**src/rtl/framebuf_pkg.sv**
```systemverilog
// rtl/framebuf_pkg.sv - shared constants and state type for the frame-buffer scan-out block
package framebuf_pkg;

    localparam int FB_ADDR_W          = 13;
    localparam int FB_DATA_W          = 16;
    localparam int FB_WORDS_PER_SLICE = 32;
    localparam int FB_NUM_SLICES      = 128;
    localparam int SLICE_W            = $clog2(FB_NUM_SLICES);
    localparam int WORD_W             = $clog2(FB_WORDS_PER_SLICE);

    typedef enum logic [1:0] {
        IDLE,
        STREAM,
        DRAIN
    } fb_state_e;

endpackage

```
**src/rtl/framebuf_scanout_ctrl_if.sv**
```systemverilog
// rtl/framebuf_scanout_ctrl_if.sv - pixel stream from the scan-out controller to the LED shifter
interface framebuf_scanout_ctrl_if
    import framebuf_pkg::*;
#(
    parameter int DATA_W = FB_DATA_W
);
    logic [DATA_W-1:0] pix_data;
    logic              pix_valid;
    logic              pix_ready;
    logic              pix_last;

    modport master (output pix_data, output pix_valid, output pix_last, input pix_ready);
    modport slave  (input pix_data, input pix_valid, input pix_last, output pix_ready);
endinterface

```
**src/rtl/framebuf_skid_buf.sv**
```systemverilog
// rtl/framebuf_skid_buf.sv - two-entry FIFO holding {last, data} between RAM read and pixel stream
module framebuf_skid_buf #(
    parameter int W = 17
) (
    input  logic         clk,
    input  logic         reset,
    input  logic         push_valid,
    input  logic [W-1:0] push_data,
    output logic         pop_valid,
    output logic [W-1:0] pop_data,
    input  logic         pop_ready,
    output logic [1:0]   count
);
    logic [W-1:0] mem_q [2];
    logic         wr_ptr_q;
    logic         rd_ptr_q;
    logic [1:0]   count_q;
    logic         do_push;
    logic         do_pop;

    assign do_pop  = (count_q != 2'd0) && pop_ready;
    // A push into a full buffer is only legal when the head leaves in the same cycle.
    assign do_push = push_valid && ((count_q != 2'd2) || do_pop);

    always_ff @(posedge clk) begin
        if (reset) begin
            wr_ptr_q <= 1'b0;
            rd_ptr_q <= 1'b0;
            count_q  <= 2'd0;
        end else begin
            if (do_push) wr_ptr_q <= ~wr_ptr_q;
            if (do_pop)  rd_ptr_q <= ~rd_ptr_q;
            count_q <= count_q + {1'b0, do_push} - {1'b0, do_pop};
        end
    end

    always_ff @(posedge clk) begin
        if (do_push) mem_q[wr_ptr_q] <= push_data;
    end

    assign pop_valid = (count_q != 2'd0);
    assign pop_data  = mem_q[rd_ptr_q];
    assign count     = count_q;

endmodule

```
**src/rtl/framebuf_scanout_ctrl.sv**
```systemverilog
// rtl/framebuf_scanout_ctrl.sv - streams one front-bank slice per slice_tick, swaps banks at index
module framebuf_scanout_ctrl
    import framebuf_pkg::*;
#(
    parameter int ADDR_W          = FB_ADDR_W,
    parameter int DATA_W          = FB_DATA_W,
    parameter int WORDS_PER_SLICE = FB_WORDS_PER_SLICE,
    parameter int NUM_SLICES      = FB_NUM_SLICES
) (
    input  logic                    clk,
    input  logic                    reset,
    input  logic                    index_pulse,
    input  logic                    slice_tick,
    input  logic                    swap_req,
    output logic                    swap_ack,
    output logic                    front_bank,
    output logic                    overrun,
    input  logic                    overrun_clr,
    output logic                    busy,
    output logic [ADDR_W-1:0]       mem_address,
    output logic                    mem_chipselect,
    output logic                    mem_clken,
    output logic                    mem_write,
    input  logic [DATA_W-1:0]       mem_readdata,
    framebuf_scanout_ctrl_if.master pix
);
    localparam int SW = $clog2(NUM_SLICES);
    localparam int WW = $clog2(WORDS_PER_SLICE);

    if (WORDS_PER_SLICE * NUM_SLICES != (1 << (ADDR_W - 1))) begin : g_geom_check
        $error("framebuf_scanout_ctrl: WORDS_PER_SLICE*NUM_SLICES must equal 2**(ADDR_W-1)");
    end

    fb_state_e       state_q, state_d;
    logic            front_bank_q, front_bank_d;
    logic            swap_ack_q, swap_ack_d;
    logic            overrun_q, overrun_d;
    logic            index_pend_q, index_pend_d;
    logic            inflight_q, inflight_d;
    logic            inflight_last_q, inflight_last_d;
    logic [SW-1:0]   slice_idx_q, slice_idx_d;
    logic [WW-1:0]   word_idx_q, word_idx_d;

    logic [1:0]      occ;
    logic            pop;
    logic            issue;
    logic            head_last;
    logic [DATA_W-1:0] head_data;

    framebuf_skid_buf #(.W(DATA_W + 1)) u_skid (
        .clk        (clk),
        .reset      (reset),
        .push_valid (inflight_q),
        .push_data  ({inflight_last_q, mem_readdata}),
        .pop_valid  (pix.pix_valid),
        .pop_data   ({head_last, head_data}),
        .pop_ready  (pix.pix_ready),
        .count      (occ)
    );

    assign pop = pix.pix_valid && pix.pix_ready;
    // Counting this cycle's pop lets a full-rate stream keep one word buffered and one in flight.
    assign issue = (state_q == STREAM) &&
                   (({1'b0, occ} + {2'b0, inflight_q} - {2'b0, pop}) < 3'd2);

    always_comb begin
        state_d         = state_q;
        front_bank_d    = front_bank_q;
        swap_ack_d      = 1'b0;
        overrun_d       = overrun_clr ? 1'b0 : overrun_q;
        index_pend_d    = index_pend_q;
        slice_idx_d     = slice_idx_q;
        word_idx_d      = word_idx_q;
        inflight_d      = issue;
        inflight_last_d = issue && (word_idx_q == WW'(WORDS_PER_SLICE - 1));

        if (state_q != IDLE) begin
            if (index_pulse) index_pend_d = 1'b1;
            if (slice_tick)  overrun_d    = 1'b1;
        end

        case (state_q)
            IDLE: begin
                if (index_pend_q || index_pulse) begin
                    slice_idx_d  = '0;
                    index_pend_d = 1'b0;
                    if (swap_req) begin
                        front_bank_d = ~front_bank_q;
                        swap_ack_d   = 1'b1;
                    end
                end
                if (slice_tick) begin
                    state_d    = STREAM;
                    word_idx_d = '0;
                end
            end
            STREAM: begin
                if (issue) begin
                    word_idx_d = word_idx_q + 1'b1;
                    if (word_idx_q == WW'(WORDS_PER_SLICE - 1)) state_d = DRAIN;
                end
            end
            DRAIN: begin
                if (pop && head_last) begin
                    slice_idx_d = slice_idx_q + 1'b1;
                    state_d     = IDLE;
                end
            end
            default: state_d = IDLE;
        endcase
    end

    always_ff @(posedge clk) begin
        if (reset) begin
            state_q         <= IDLE;
            front_bank_q    <= 1'b0;
            swap_ack_q      <= 1'b0;
            overrun_q       <= 1'b0;
            index_pend_q    <= 1'b0;
            inflight_q      <= 1'b0;
            inflight_last_q <= 1'b0;
            slice_idx_q     <= '0;
            word_idx_q      <= '0;
        end else begin
            state_q         <= state_d;
            front_bank_q    <= front_bank_d;
            swap_ack_q      <= swap_ack_d;
            overrun_q       <= overrun_d;
            index_pend_q    <= index_pend_d;
            inflight_q      <= inflight_d;
            inflight_last_q <= inflight_last_d;
            slice_idx_q     <= slice_idx_d;
            word_idx_q      <= word_idx_d;
        end
    end

    assign mem_address    = {front_bank_q, slice_idx_q, word_idx_q};
    assign mem_chipselect = issue;
    assign mem_clken      = 1'b1;
    assign mem_write      = 1'b0;
    assign swap_ack       = swap_ack_q;
    assign front_bank     = front_bank_q;
    assign overrun        = overrun_q;
    assign busy           = (state_q != IDLE);
    assign pix.pix_data   = head_data;
    assign pix.pix_last   = pix.pix_valid && head_last;

endmodule

```
**src/flat_wrapper.sv**
```systemverilog
// flat-port wrapper written by rule: the top's interface ports become plain ports
module framebuf_scanout_ctrl_flat import framebuf_pkg::*;
#(
    parameter int ADDR_W          = FB_ADDR_W,
    parameter int DATA_W          = FB_DATA_W,
    parameter int WORDS_PER_SLICE = FB_WORDS_PER_SLICE,
    parameter int NUM_SLICES      = FB_NUM_SLICES
)
  (clk, reset, index_pulse, slice_tick, swap_req, swap_ack, front_bank, overrun, overrun_clr, busy, mem_address, mem_chipselect, mem_clken, mem_write, mem_readdata, pix_pix_data, pix_pix_valid, pix_pix_last, pix_pix_ready);
  framebuf_scanout_ctrl_if #(.DATA_W(DATA_W)) pix_i ();
  input  logic clk;
  input  logic reset;
  input  logic index_pulse;
  input  logic slice_tick;
  input  logic swap_req;
  output logic swap_ack;
  output logic front_bank;
  output logic overrun;
  input  logic overrun_clr;
  output logic busy;
  output logic [ADDR_W-1:0] mem_address;
  output logic mem_chipselect;
  output logic mem_clken;
  output logic mem_write;
  input  logic [DATA_W-1:0] mem_readdata;
  output wire logic [$bits(pix_i.pix_data)-1:0] pix_pix_data;
  output wire logic [$bits(pix_i.pix_valid)-1:0] pix_pix_valid;
  output wire logic [$bits(pix_i.pix_last)-1:0] pix_pix_last;
  input wire logic [$bits(pix_i.pix_ready)-1:0] pix_pix_ready;
  assign pix_pix_data = pix_i.pix_data;
  assign pix_pix_valid = pix_i.pix_valid;
  assign pix_pix_last = pix_i.pix_last;
  assign pix_i.pix_ready = pix_pix_ready;
  framebuf_scanout_ctrl #(.ADDR_W(ADDR_W), .DATA_W(DATA_W), .WORDS_PER_SLICE(WORDS_PER_SLICE), .NUM_SLICES(NUM_SLICES)) u_core (.clk(clk), .reset(reset), .index_pulse(index_pulse), .slice_tick(slice_tick), .swap_req(swap_req), .swap_ack(swap_ack), .front_bank(front_bank), .overrun(overrun), .overrun_clr(overrun_clr), .busy(busy), .mem_address(mem_address), .mem_chipselect(mem_chipselect), .mem_clken(mem_clken), .mem_write(mem_write), .mem_readdata(mem_readdata), .pix(pix_i));
endmodule
```
**config.mk**
```make
export PLATFORM = sky130hd
export DESIGN_NAME = framebuf_scanout_ctrl_flat
export DESIGN_NICKNAME = d
export VERILOG_FILES = /design/src/rtl/framebuf_pkg.sv /design/src/rtl/framebuf_scanout_ctrl_if.sv /design/src/rtl/framebuf_skid_buf.sv /design/src/rtl/framebuf_scanout_ctrl.sv /design/src/flat_wrapper.sv
export SDC_FILE = /design/constraint.sdc
export NUM_CORES = 1
export LEC_CHECK = 0
export CORE_ASPECT_RATIO = 1.4
export CORE_UTILIZATION = 40
export CTS_BUF_LIST = sky130_fd_sc_hd__clkbuf_16
export DETAILED_ROUTE_END_ITERATION = 7
export HOLD_SLACK_MARGIN = 0.08
export PLACE_DENSITY = 0.72
export SLEW_MARGIN = 25
export SYNTH_ARGS = -nofsm -noshare
export SYNTH_HDL_FRONTEND = slang
export SYNTH_SLANG_ARGS = --single-unit
```
**constraint.sdc**
```tcl
create_clock -name clk -period 3.4 [get_ports clk]
set_clock_uncertainty 0.15 [all_clocks]
set_input_delay 1.02 -clock clk [delete_from_list [all_inputs] [get_ports clk]]
set_output_delay 1.02 -clock clk [all_outputs]
set_load 0.03 [all_outputs]
```
# Word level (Yosys, flattened, before mapping)
# Memory sizes are Yosys's and may differ from the RTL's. A register that Yosys moved wholly into a read port is not among the register bits.
# Index checks and enable logic that the tools add are counted.
# totals
regBits,24
ramBits,34
input_bits,23
output_inout_bits,38
word_cells,75
memories,1
# classes
n_addsub,6
order_cmp,1
n_eq_ne,9
muxes,23
bitwise,5
n_reduce_logical,18
# memory_table
memory,words,word_bits,read_ports,rd_ports_with_merged_regs,write_ports,line_no,source
u_core.u_skid.mem_q,2,17,1,1,1,framebuf_skid_buf.sv:14,logic [W-1:0] mem_q [2];
# ops
cell,count
7-bit two-way mux,2
7-bit case mux with 2 select lines,1
1-bit two-way mux,12
5-bit two-way mux,2
5-bit case mux with 2 select lines,1
3-bit AND reduction,3
2-bit two-way mux,4
2-bit nonzero test,4
7-bit by 1-bit adder with 7-bit output (second input constant),1
1-bit logical AND,6
2-bit by 1-bit inequality test with 1-bit output (second input constant),3
2-bit inequality test (second input constant),3
2-bit case mux with 3 select lines,1
5-bit by 1-bit adder with 5-bit output (second input constant),1
5-bit equality test (second input constant),1
1-bit inverter,5
4-bit AND reduction,1
2-bit by 1-bit adder with 3-bit output,1
3-bit by 2-bit less-than comparator with 1-bit output (second input constant),1
3-bit OR reduction,1
3-bit by 1-bit subtractor with 3-bit output,1
2-bit by 1-bit adder with 2-bit output,1
2-bit by 1-bit equality test with 1-bit output (second input constant),1
2-bit equality test (second input constant),1
3 further kinds,4

# Longest topological paths before layout
# Gate-level depths: netlist (run 1).
# logic_depth
ltp_word,7
ltp_mapped,9
depth_no_buf,7

# By module
# From an unflattened synthesis (run 1), not the netlist that was laid out.
# unflattened
cells_unflattened,193
hier_area_um2,2542.4
# modules_own_cells
mod,instances,cells_per_inst,area_per_inst_um2,seq_area_each_um2
framebuf_skid_buf,1,78,1467.7,1121.1
framebuf_scanout_ctrl,1,115,1074.8,400.4

# Worst setup path before layout (run 1)
# OpenSTA, ideal clock, no wires.
# synth_path
kind,input port to output port
from,in pix_pix_ready
to,out mem_chipselect
arrival_time_ns,2.356
t_required_ns,2.230
slack_ns,-0.126
path_stages,5
path_buffers,0
path_cell_list,o21a_2 > nor2b_1 > fa_1 > xnor2_1 > and4b_1
# synth_between
elab_chain_len,4
# synth_rtl
item,line_no,source
from (decl),flat_wrapper.sv:29,input wire logic [$bits(pix_i.pix_ready)-1:0] pix_pix_ready;
1-bit logical AND,framebuf_scanout_ctrl.sv:61,assign pop = pix.pix_valid && pix.pix_ready;
3-bit by 1-bit subtractor with 3-bit output,framebuf_scanout_ctrl.sv:64,"(({1'b0, occ} + {2'b0, inflight_q} - {2'b0, pop}) < 3'd2);"
3-bit by 2-bit less-than comparator with 1-bit output,framebuf_scanout_ctrl.sv:64,
1-bit logical AND,framebuf_scanout_ctrl.sv:63,assign issue = (state_q == STREAM) &&
to (decl),flat_wrapper.sv:22,output logic mem_chipselect;
# No other way between the ends.

# Final worst setup path (run 1)
# Same ends and word-level chain as after synthesis.

==> metrics.txt, run 1 <==
Leak=1.26 nW; GRT Util Overall=14.9%; RSZ-0062 raised after global routing=true; Post-Syn Area=0.00246 sq mm; Synth cell types=42; Via density=4.95; drt pass-1 iters=5; GPL Wtd Cong=0.691; worst hold path class=reg -> reg; P&R area growth vs syn=39.5%; Seq. cell area=0.00152 sq mm; CP max FO=3; drt total wl=4580 um; Slew Limit Headroom=about two thirds; Seq/Total Area, Yosys=61.8%; largest net degree at the start of global routing=23; Mapped Cells=around 190; Routed WL per cell=between 10 and 15 um; DIE HEIGHT=94.9 um; clock sink count=59; fill count=493; share of layout cells above drive strength 1=a little under a fifth; failing checks=setup timing; multi-input logic area=880 sq um; ranking of synthesized cells by area=edfxtp_1 41%, dfxtp_1 20%, mux2_2 7.3%; Post-Syn Nets=221; cell-internal power=1.71 mW; CTS tree=yes; clock power share=30.7%; Critical Path Source Type=input pin; main flop type after synthesis=edfxtp_1; Root Driver=clkbuf_16; FF+latch count, synth=59; I/O Pins=61; Max Cap Violations=0; Fin. Hold Viols=0; Setup WS post-layout=-0.0790 ns; Antenna Cells=0; Skew-Pair Late Insertion Delay=a little over 0.3 ns; Net Sw Power=0.748 mW; ys async rst share=0%; Critical Path Sink Type=primary output; H-Tree Depth=3; Comb pwr share=32.0%; R2R depth=8; core area=slightly below 0.006 sq mm; first-pass GRT wire length=about 7000 um; Clock Tree Buf Depth=2; CP Data Arrival Time=2.31 ns; die area=0.00648 sq mm; hold endpoint=u_core.u_skid.mem_q[1][16]$_DFFE_PP_; maximum clock frequency=287 MHz; pwr/cell area=between 700 and 800 mW/mm^2; total CTS buffers=9; r2r endpoint=u_core.word_idx_q[0]$_SDFFE_PP0P_; Die Span X=68.3 um; # nets final=290; # setup viols final=1; placement-stage worst setup slack=-0.548 ns; Net Sw Frac=a little over 30%; syn_area_per_cell=12.8 sq um; Slew Limit Fails=0; actual slew at the worst max-slew pin=slightly below 0.5 ns; Post-synth EDFFs=34; WHS Path Cells=0; reg2reg start=u_core.inflight_q$_SDFF_PP0_; CP required=2.23 ns; period utilisation layout=102%; Vias=1669; total power draw=2.46 mW; number of global-route vias before repair=roughly 1600; number of synthesis warnings=0; Yosys top cell area share=41.4%; Final HPWL DP=~3200 um; outcome=complete, but fails checks; R2R Setup Slk=about 1.1 ns; cell taking the most area after synthesis=edfxtp_1; number of routed nets with antenna violations=0; Initial Util=41.7%; # rows=33; count leader, synth=edfxtp_1; DRT iter0 DRCs=97; Synth top cells by count=34 x edfxtp_1, 25 x dfxtp_1, 16 x mux2_2; Hold Path Origin=u_core.inflight_last_q$_SDFF_PP0_; Sequential Power Share=37.3%; worst vdd ir=~0.32 mV; # hold bufs at CTS=0; initial antenna violation count=0; Clock transition at path regs=0.05 ns; grt total ovfl=0; Final min period=3.48 ns; PortBufs=58; WS Path Type=in -> out; drt drc=0
==> final cells by class <==
type / count / area share (%)
clock buffer: 9 / 6.55
clock inverter: 7 / 0.874
inverter: 5 / 0.546
multi-input combinational: 119 / 25.6
sequential: 59 / 44.3
tap: 70 / 2.55
timing repair buffer: 68 / 19.6
==> cell families after synthesis <==
kind of cell	share of synthesized area, %
adders and majority gates	2.84
buffers and inverters	3.55
AOI/OAI and AO/OA	6.30
xor gates and xnor gates	2.84
DFF	61.8
and+or+nand+nor	13.7
other	0.305
muxes	8.74
==> what timing repair did <==
item,CTS,global route
setup endpoints to repair,1,1
resized for setup,10,0
setup buffers,1,0
pin swaps,3,0
==> per-stage QoR <==
step	hold WS [ns]	cell area [sq um]	util, %	cells	TNS, ns
2_1_floorplan	0.254	2480	-	193	0
3_3_place_gp	0.259	3150	53.4	320	-0.511
3_5_place_dp	0.270	3150	53.4	320	-0.586
4_1_cts	0.279	3440	58.2	337	-0.0675
5_1_grt	0.283	3440	58.2	337	-0.138
6_report	0.274	3440	58.2	337	-0.0790
==> layer usage <==
| layer | vias up | wire, um | part of all wire, % | global-route usage, % |
|---|---|---|---|---|
| met4 | 0 | 40 | 0.87 | 7.29 |
| met2 | 51 | 2370 | 52 | 25.9 |
| li1 | 833 | - | - | - |
| met3 | 4 | 289 | 6.3 | 4.83 |
| met5 | - | 0 | 0 | 0 |
| met1 | 781 | 1880 | 41 | 15.7 |
==> cells in the final DEF (no fill, tap or decap), types with 2 or more instances in the layout <==
cell type,n
clkdlybuf4s50_1,56
edfxtp_1,34
dfxtp_1,25
mux2_2,16
nor2_1,13
nand2_1,11
nand3_1,9
clkbuf_16,9
buf_4,9
inv_1,8
a21oi_1,7
or3_1,5
xor2_1,4
and3_1,4
nand2b_1,4
a31oi_1,4
ha_1,4
or2_2,3
o211ai_1,3
xnor2_1,3
clkinv_2,3
o21ai_0,2
and2_1,2
o31ai_1,2
nand3b_1,2
mux2i_1,2
conb_1,2
==> worst max-delay path by stage <==
stage,from,end,slack [ns]
final,pix_pix_ready,mem_chipselect,-0.08
after detailed placement,pix_pix_ready,mem_chipselect,-0.55
after global routing,pix_pix_ready,mem_chipselect,-0.14
after global placement,pix_pix_ready,mem_chipselect,-0.51
after CTS,pix_pix_ready,mem_chipselect,-0.07
after floorplan,pix_pix_ready,mem_chipselect,0.02
==> power by group through the flow <==
| stage | Sequential [mW] | Combinational [mW] | Clock [mW] |
|---|---|---|---|
| 5_1_grt | 0.929 | 0.841 | 0.802 |
| 4_1_cts | 0.919 | 0.795 | 0.772 |
| 3_3_place_gp | 0.925 | 0.775 | 0 |
| 6_report | 0.917 | 0.785 | 0.756 |
| 3_5_place_dp | 0.930 | 0.784 | 0 |
| 2_1_floorplan | 0.928 | 0.488 | 0 |
==> state kept, by name (all words and copies together), names as in the netlist, named ones only <==
signal and count:
u_core.front_bank 1, u_core.index_pend_q 1, u_core.inflight_last_q 1, u_core.inflight_q 1, u_core.overrun 1, u_core.slice_idx_q 7
u_core.state_q 2, u_core.swap_ack 1, u_core.u_skid.count 2, u_core.u_skid.mem_q 34, u_core.u_skid.rd_ptr_q 1, u_core.u_skid.wr_ptr_q 1
u_core.word_idx_q 5
==> critical path, cell delays in order <==
cell	delay (ns)
buf_8	0.10
o21a_4	0.11
nor2b_4	0.13
fa_2	0.38
xnor2_2	0.17
and4b_2	0.27
buf_6	0.13
Power figures use the tool's default switching activity.
==> run 2: changes to the inputs <==
--- a/config.mk
+++ b/config.mk
@@ -5,6 +5,7 @@
 export SDC_FILE = /design/constraint.sdc
 export NUM_CORES = 1
 export LEC_CHECK = 0
+export CAP_MARGIN = 20
 export CORE_ASPECT_RATIO = 1.4
 export CORE_UTILIZATION = 40
 export CTS_BUF_LIST = sky130_fd_sc_hd__clkbuf_16
==> results of run 2 <==
Final layout, timing and power as in run 1 (identical DEF).
